## config.mk

```make
export PLATFORM = sky130hd
export DESIGN_NAME = spi_slave_reg_ctrl
export DESIGN_NICKNAME = d
export VERILOG_FILES = /design/src/rtl/spi_slave_reg_ctrl.sv
export SDC_FILE = /design/constraint.sdc
export NUM_CORES = 1
export LEC_CHECK = 0
export ABC_CLOCK_PERIOD_IN_PS = 1750
export CAP_MARGIN = 20
export CORE_UTILIZATION = 45
export CTS_CLUSTER_SIZE = 40
export DETAILED_ROUTE_END_ITERATION = 6
export PLACE_DENSITY = 0.72
export SYNTH_ARGS = -nofsm -noshare
export SYNTH_HDL_FRONTEND = slang
export SYNTH_SLANG_ARGS = --single-unit
```

## constraint.sdc

```tcl
create_clock -name clk -period 1.75 [get_ports clk]
set_clock_uncertainty 0.15 [all_clocks]
set_input_delay 0.175 -clock clk [delete_from_list [all_inputs] [get_ports clk]]
set_output_delay 0.175 -clock clk [all_outputs]
set_load 0.005 [all_outputs]
```

## src/rtl/spi_slave_reg_ctrl.sv

```systemverilog
// Purpose: turns CS-framed SPI byte streams into register-bus bursts (cmd byte {rw,addr}, then data).
// Latency: reg_wr/reg_rd strobe 1 clk after rx_valid; read data lands in tx_data 1 clk after reg_rd_valid.
// Backpressure: none; bytes must respect the prefetch window, rx_valid during a pending read sets err.
module spi_slave_reg_ctrl #(
    parameter int         RD_TIMEOUT = 8,
    parameter logic [3:0] STATUS_ID  = 4'hA
) (
    input  logic       clk,
    input  logic       rst_n,
    input  logic       cs_n,
    input  logic [7:0] rx_data,
    input  logic       rx_valid,
    output logic [7:0] tx_data,
    output logic [6:0] reg_addr,
    output logic       reg_wr,
    output logic [7:0] reg_wdata,
    output logic       reg_rd,
    input  logic [7:0] reg_rdata,
    input  logic       reg_rd_valid,
    output logic       busy,
    output logic       err
);

    typedef enum logic [1:0] {
        IDLE    = 2'd0,
        WR_DATA = 2'd1,
        RD_WAIT = 2'd2,
        RD_DATA = 2'd3
    } state_t;

    localparam int            CW       = (RD_TIMEOUT > 2) ? $clog2(RD_TIMEOUT) : 1;
    localparam logic [CW-1:0] CNT_LAST = CW'(RD_TIMEOUT - 1);
    localparam logic [7:0]    RD_FAIL  = 8'hEE;

    state_t        state_q, state_d;
    logic [6:0]    addr_q, addr_d;
    logic [CW-1:0] cnt_q, cnt_d;
    logic [7:0]    tx_q, tx_d;
    logic          err_q, err_d;
    logic [6:0]    reg_addr_q, reg_addr_d;
    logic [7:0]    reg_wdata_q, reg_wdata_d;
    logic          reg_wr_q, reg_wr_d;
    logic          reg_rd_q, reg_rd_d;

    // cs_n is raw and asynchronous; idle level is high, so the chain resets high
    logic cs_meta_q, cs_sync_q, cs_prev_q;
    logic cs_rise;

    // Two-flop synchroniser plus a delayed copy for rising-edge detection
    always_ff @(posedge clk or negedge rst_n) begin
        if (!rst_n) begin
            cs_meta_q <= 1'b1;
            cs_sync_q <= 1'b1;
            cs_prev_q <= 1'b1;
        end else begin
            cs_meta_q <= cs_n;
            cs_sync_q <= cs_meta_q;
            cs_prev_q <= cs_sync_q;
        end
    end

    assign cs_rise = cs_sync_q & ~cs_prev_q;

    // Next-state and strobe generation; a CS release is applied last so the current byte is still honoured
    always_comb begin
        state_d     = state_q;
        addr_d      = addr_q;
        cnt_d       = cnt_q;
        tx_d        = tx_q;
        err_d       = err_q;
        reg_addr_d  = reg_addr_q;
        reg_wdata_d = reg_wdata_q;
        reg_wr_d    = 1'b0;
        reg_rd_d    = 1'b0;

        case (state_q)
            IDLE: begin
                if (rx_valid) begin
                    // Command byte: tx_data holds the status the core already latched for byte1
                    err_d  = 1'b0;
                    addr_d = rx_data[6:0];
                    if (rx_data[7]) begin
                        reg_rd_d   = 1'b1;
                        reg_addr_d = rx_data[6:0];
                        cnt_d      = '0;
                        state_d    = RD_WAIT;
                    end else begin
                        state_d = WR_DATA;
                    end
                end else begin
                    tx_d = {STATUS_ID, 2'b00, err_q, 1'b1};
                end
            end
            WR_DATA: begin
                if (rx_valid) begin
                    reg_wr_d    = 1'b1;
                    reg_addr_d  = addr_q;
                    reg_wdata_d = rx_data;
                    addr_d      = addr_q + 7'd1;
                end
            end
            RD_WAIT: begin
                // A byte arriving before the prefetch completes is a host timing violation
                if (rx_valid) begin
                    err_d = 1'b1;
                end
                if (reg_rd_valid) begin
                    tx_d    = reg_rdata;
                    state_d = RD_DATA;
                end else if (cnt_q == CNT_LAST) begin
                    tx_d    = RD_FAIL;
                    err_d   = 1'b1;
                    state_d = RD_DATA;
                end else begin
                    cnt_d = cnt_q + 1'b1;
                end
            end
            RD_DATA: begin
                if (rx_valid) begin
                    addr_d     = addr_q + 7'd1;
                    reg_rd_d   = 1'b1;
                    reg_addr_d = addr_q + 7'd1;
                    cnt_d      = '0;
                    state_d    = RD_WAIT;
                end
            end
            default: begin
                state_d = IDLE;
            end
        endcase

        if (cs_rise) begin
            state_d  = IDLE;
            reg_rd_d = 1'b0;
            cnt_d    = '0;
            tx_d     = {STATUS_ID, 2'b00, err_d, 1'b1};
        end
    end

    // State, counters and registered bus outputs
    always_ff @(posedge clk or negedge rst_n) begin
        if (!rst_n) begin
            state_q     <= IDLE;
            addr_q      <= '0;
            cnt_q       <= '0;
            tx_q        <= {STATUS_ID, 2'b00, 1'b0, 1'b1};
            err_q       <= 1'b0;
            reg_addr_q  <= '0;
            reg_wdata_q <= '0;
            reg_wr_q    <= 1'b0;
            reg_rd_q    <= 1'b0;
        end else begin
            state_q     <= state_d;
            addr_q      <= addr_d;
            cnt_q       <= cnt_d;
            tx_q        <= tx_d;
            err_q       <= err_d;
            reg_addr_q  <= reg_addr_d;
            reg_wdata_q <= reg_wdata_d;
            reg_wr_q    <= reg_wr_d;
            reg_rd_q    <= reg_rd_d;
        end
    end

    assign tx_data   = tx_q;
    assign reg_addr  = reg_addr_q;
    assign reg_wdata = reg_wdata_q;
    assign reg_wr    = reg_wr_q;
    assign reg_rd    = reg_rd_q;
    assign busy      = (state_q != IDLE);
    assign err       = err_q;

endmodule

```

==> summary by stage <==
Outcome
The flow ran to the end, but the final reports show violations. The checks that failed: design-rule violations, negative setup slack.

GRT
The global-route congestion overflow total is 0. Global routing used around 20% of the available tracks across all layers. The wire length of the first global-routing pass is ~8000 um.

The initial antenna violation count was 0. The maximum number of pins on one net before global-route repair is 24. The via count of the first global-routing pass came to around 1,700.

Clock tree
In this run, CTS created clock tree buffers numbering 5. After clock tree synthesis, the clock-pin slew on the worst setup and hold paths is ~0.080 ns. The clock passes through at most 2 buffers. The level count of the clock H-tree is 2. The sink count of the clock tree is just over 40. At the later pin of the worst-skew pair, clock insertion delay measures between 0.2 and 0.3 ns. TritonCTS built the clock tree. The clock tree root buffer cell is sky130_fd_sc_hd__clkbuf_8.

Floorplan
The floorplan die width is slightly above 70 um. Pin placement for this block handled 48 I/O pins. The die covers 4970 um2. From bottom edge to top edge, the die measures 70.5 um. The area of the core region is 4440 um2. The count of standard-cell rows is 24.

For this configuration, the core starts out at a cell density of 47.5%.

Logic synthesis
The gate count of the mapped netlist is between 200 and 250. Summing every instance area after synthesis gives between 2000 and 2500 um2. In this run the biggest area consumer among cell types represents about two fifths of the synthesized area. The synthesized area per cell is about 10 um2. The cell accounting for the most synthesized area is sky130_fd_sc_hd__dfrtp_1.

Counting instances in the post-synthesis netlist gives the leading cell types as sky130_fd_sc_hd__dfrtp_1 (35), sky130_fd_sc_hd__nand2_1 (21), sky130_fd_sc_hd__a21oi_1 (19), sky130_fd_sc_hd__o21ai_0 (19), sky130_fd_sc_hd__nor2_1 (12). The synthesized net count is 240. During synthesis, Yosys emitted a total of 0 warnings. After synthesis, the share of flip-flops with an asynchronous set or reset is 100%.

Yosys attributes the largest share of cell area to sky130_fd_sc_hd__dfrtp_1 (42%), sky130_fd_sc_hd__dfstp_2 (7.5%), sky130_fd_sc_hd__mux2_2 (4.8%). After synthesis the netlist holds a flip-flop and latch count of roughly 40. Counting flops with a built-in enable in the synthesized netlist gives 0.

The library cell with the highest instance count after synthesis is sky130_fd_sc_hd__dfrtp_1. The most frequently used flop master after synthesis is sky130_fd_sc_hd__dfrtp_1. For this run, the register share of the synthesized area comes to 49.0%. The count of different cell masters after synthesis is 44.

STA
The hold violation total from the final report was 0. Setup repair after global routing could not meet its margin everywhere. For the pin with the worst max-slew slack, the measured transition is approximately 0.43 ns. The minimum clock period after layout is roughly 1.9 ns. The part of the cycle the worst path needs is 106%.

The final setup slack of the worst path is -0.113 ns. The number of slew-limit violations in the final report is 0. Timing would allow up to approximately 540 MHz. Setup violations remaining at the end of the flow were counted as 25. In the final timing run, aggregate negative setup slack is -1.34 ns. Headroom to the max-slew limit came out at between 70% and 80%.

Drt
Using the TritonRoute via totals, the vias-per-cell ratio works out to roughly 5.3. The remaining routing DRC violations is 10. The number of search-and-repair iterations in the first detailed-routing pass is 6. The via total after detailed routing is 1,835. After detailed routing, the average wire length per cell comes to 14.3 um. The routed wire length is slightly below 5000 um. The detail route stage leaves a number of antenna-violating nets equal to 0. The number of DRC markers in iteration 0 is 79.

Power
The power per cell area is between 1500 and 2000 nW/um2. IR analysis of the VDD net gives a maximum drop of ~850 uV. In this run the static leakage power is roughly 1.4 nW.

Place
The weighted congestion reported at the end of routability-driven placement is approximately 0.86. OpenSTA, run right after detailed placement, puts the worst setup slack at -0.0978 ns. The count of buffers added on input and output ports is 47.

After legalization and detailed placement, the total HPWL measured 3400 um.

Layout
The signed area change from the synthesized netlist to the final layout is 46.6%. The multi-input combinational cells in the finished layout cover a total of ~1100 um2. The repair_antennas step left the layout with diodes totalling 0. Of the cells placed in the final design, the portion with a size suffix greater than 1 is a little under a third.

The sequential cell area in the final layout is 1030 um2. At the end of the flow, the number of nets in the layout was 318. The layout has ~350 filler cells.

Worst setup path
The data required time at the worst endpoint is 1.76 ns. STA puts the critical path data arrival time at roughly 1.9 ns. The peak fanout along the critical path is 6. The critical path in this run is classified as register to register.

STA classifies the critical path startpoint as a register. The sort of element at the end of the critical path is a register.

Job
Max-cap violations in this run came to 0.

Hold path
The tightest min-delay check is of the input port to register type.
==> final timing paths <==
path | endpoint | cells after the start | start | slack [ns]
worst max-delay path | reg_addr[6]$_DFFE_PN0P_ | 7 | state_q[0]$_DFFE_PN0P_ | -0.11
worst min-delay path | cs_meta_q$_DFF_PN1_ | 1 | cs_n | 0.14
worst max register to register | reg_addr[6]$_DFFE_PN0P_ | 7 | state_q[0]$_DFFE_PN0P_ | -0.11
worst min register to register | cs_sync_q$_DFF_PN1_ | 0 | cs_meta_q$_DFF_PN1_ | 0.21
max in group asynchronous | tx_data[0]$_DFFE_PN1P_ | 3 | rst_n | 0.70
min in group asynchronous | reg_wdata[4]$_DFFE_PN0P_ | 2 | rst_n | 0.21
==> through the flow <==
| step | util, % | power [W] | instances | area, um2 | hold WS, ns |
|---|---|---|---|---|---|
| after floorplan | - | 0.00312 | 212 | 2140 | -0.271 |
| after global placement | 63.8 | 0.00418 | 328 | 2830 | -0.0137 |
| after detailed placement | 63.8 | 0.00423 | 328 | 2830 | -0.0130 |
| after CTS | 68.4 | 0.00518 | 342 | 3040 | 0.139 |
| after global routing | 69.6 | 0.00570 | 343 | 3090 | 0.134 |
| final | 69.6 | 0.00534 | 343 | 3090 | 0.139 |
==> power breakdown <==
group          switching [W]  internal, W  leakage, nW  total, W
logic                0.00134      0.00173        0.811   0.00306
registers           0.000274      0.00134        0.499   0.00161
clock network       0.000311     0.000356       0.0542  0.000667
total                0.00192      0.00342         1.36   0.00534
==> sequential cells by signal, indices dropped and copies added (netlist names) <==
name and cells:
err 1, state_q 2, reg_wr 1, cs_meta_q 1, cs_prev_q 1, cs_sync_q 1, reg_addr 7, addr_q 7
reg_rd 1, tx_data 8, cnt_q 3, reg_wdata 8
==> what timing repair did <==
item | CTS | global route
endpoints found under the setup margin | 27 | 28
hold endpoints to repair | 18 | 0
pin swaps | 10 | 8
gates resized for setup | 28 | 12
hold buffers | 1 | 0
setup buffers | 5 | 1
gates cloned | 0 | 0
==> layout make-up <==
class,count,share of cell area (%)
clock buffer,7,3.11
tap,52,2.10
clock inverter,1,0.162
timing repair buffer,83,25.3
inverter,11,1.33
sequential,41,33.4
multi-input combinational,148,34.6
==> critical path, cell delays in order, from the launching register on <==
cell and delay [ns]:
sky130_fd_sc_hd__dfrtp_1 0.42, sky130_fd_sc_hd__inv_2 0.08, sky130_fd_sc_hd__ha_4 0.19, sky130_fd_sc_hd__buf_12 0.13, sky130_fd_sc_hd__nor3_4 0.21, sky130_fd_sc_hd__o211ai_1 0.16
sky130_fd_sc_hd__a221oi_1 0.26, sky130_fd_sc_hd__a32oi_1 0.14
==> metal layers <==
layer  share of wire [%]  vias up  GRT usage [%]
met3                 5.0        6           4.47
met4                 1.2        0           4.99
met5                   0        -              0
met2                  46       48           32.4
met1                  48      868           28.6
li1                    -      913              -
==> cells by family after synthesis <==
group / share of synthesized area, %
flops: 49.0
compound gates: 19.4
simple gates: 15.6
fa+ha+maj: 4.15
xor+xnor: 1.25
buf+inv: 5.34
mux: 5.28
==> cell usage in the layout (no fill, tap or decap), types with 2 or more instances in the layout <==
cell type | netlist | final
sky130_fd_sc_hd__a21oi_1 | 19 | 12
sky130_fd_sc_hd__a21oi_2 | 0 | 7
sky130_fd_sc_hd__a221oi_1 | 3 | 3
sky130_fd_sc_hd__a22o_1 | 3 | 3
sky130_fd_sc_hd__a22oi_1 | 4 | 4
sky130_fd_sc_hd__buf_12 | 0 | 3
sky130_fd_sc_hd__buf_4 | 0 | 30
sky130_fd_sc_hd__buf_6 | 2 | 2
sky130_fd_sc_hd__clkbuf_8 | 0 | 7
sky130_fd_sc_hd__clkdlybuf4s50_1 | 0 | 45
sky130_fd_sc_hd__dfrtp_1 | 35 | 35
sky130_fd_sc_hd__dfstp_2 | 6 | 6
sky130_fd_sc_hd__ha_1 | 7 | 2
sky130_fd_sc_hd__ha_2 | 0 | 4
sky130_fd_sc_hd__inv_1 | 11 | 8
sky130_fd_sc_hd__inv_2 | 0 | 3
sky130_fd_sc_hd__mux2_2 | 9 | 9
sky130_fd_sc_hd__nand2_1 | 21 | 18
sky130_fd_sc_hd__nand2_2 | 0 | 3
sky130_fd_sc_hd__nand2b_1 | 3 | 2
sky130_fd_sc_hd__nand3_1 | 2 | 2
sky130_fd_sc_hd__nand4_1 | 3 | 3
sky130_fd_sc_hd__nor2_1 | 12 | 12
sky130_fd_sc_hd__nor2b_1 | 5 | 5
sky130_fd_sc_hd__o21a_1 | 2 | 2
sky130_fd_sc_hd__o21ai_0 | 19 | 5
sky130_fd_sc_hd__o21ai_1 | 0 | 13
sky130_fd_sc_hd__o22ai_1 | 6 | 6
sky130_fd_sc_hd__o31a_1 | 2 | 2
sky130_fd_sc_hd__or2_4 | 0 | 2
sky130_fd_sc_hd__xor2_1 | 3 | 3
Power figures use the tool's default switching activity.
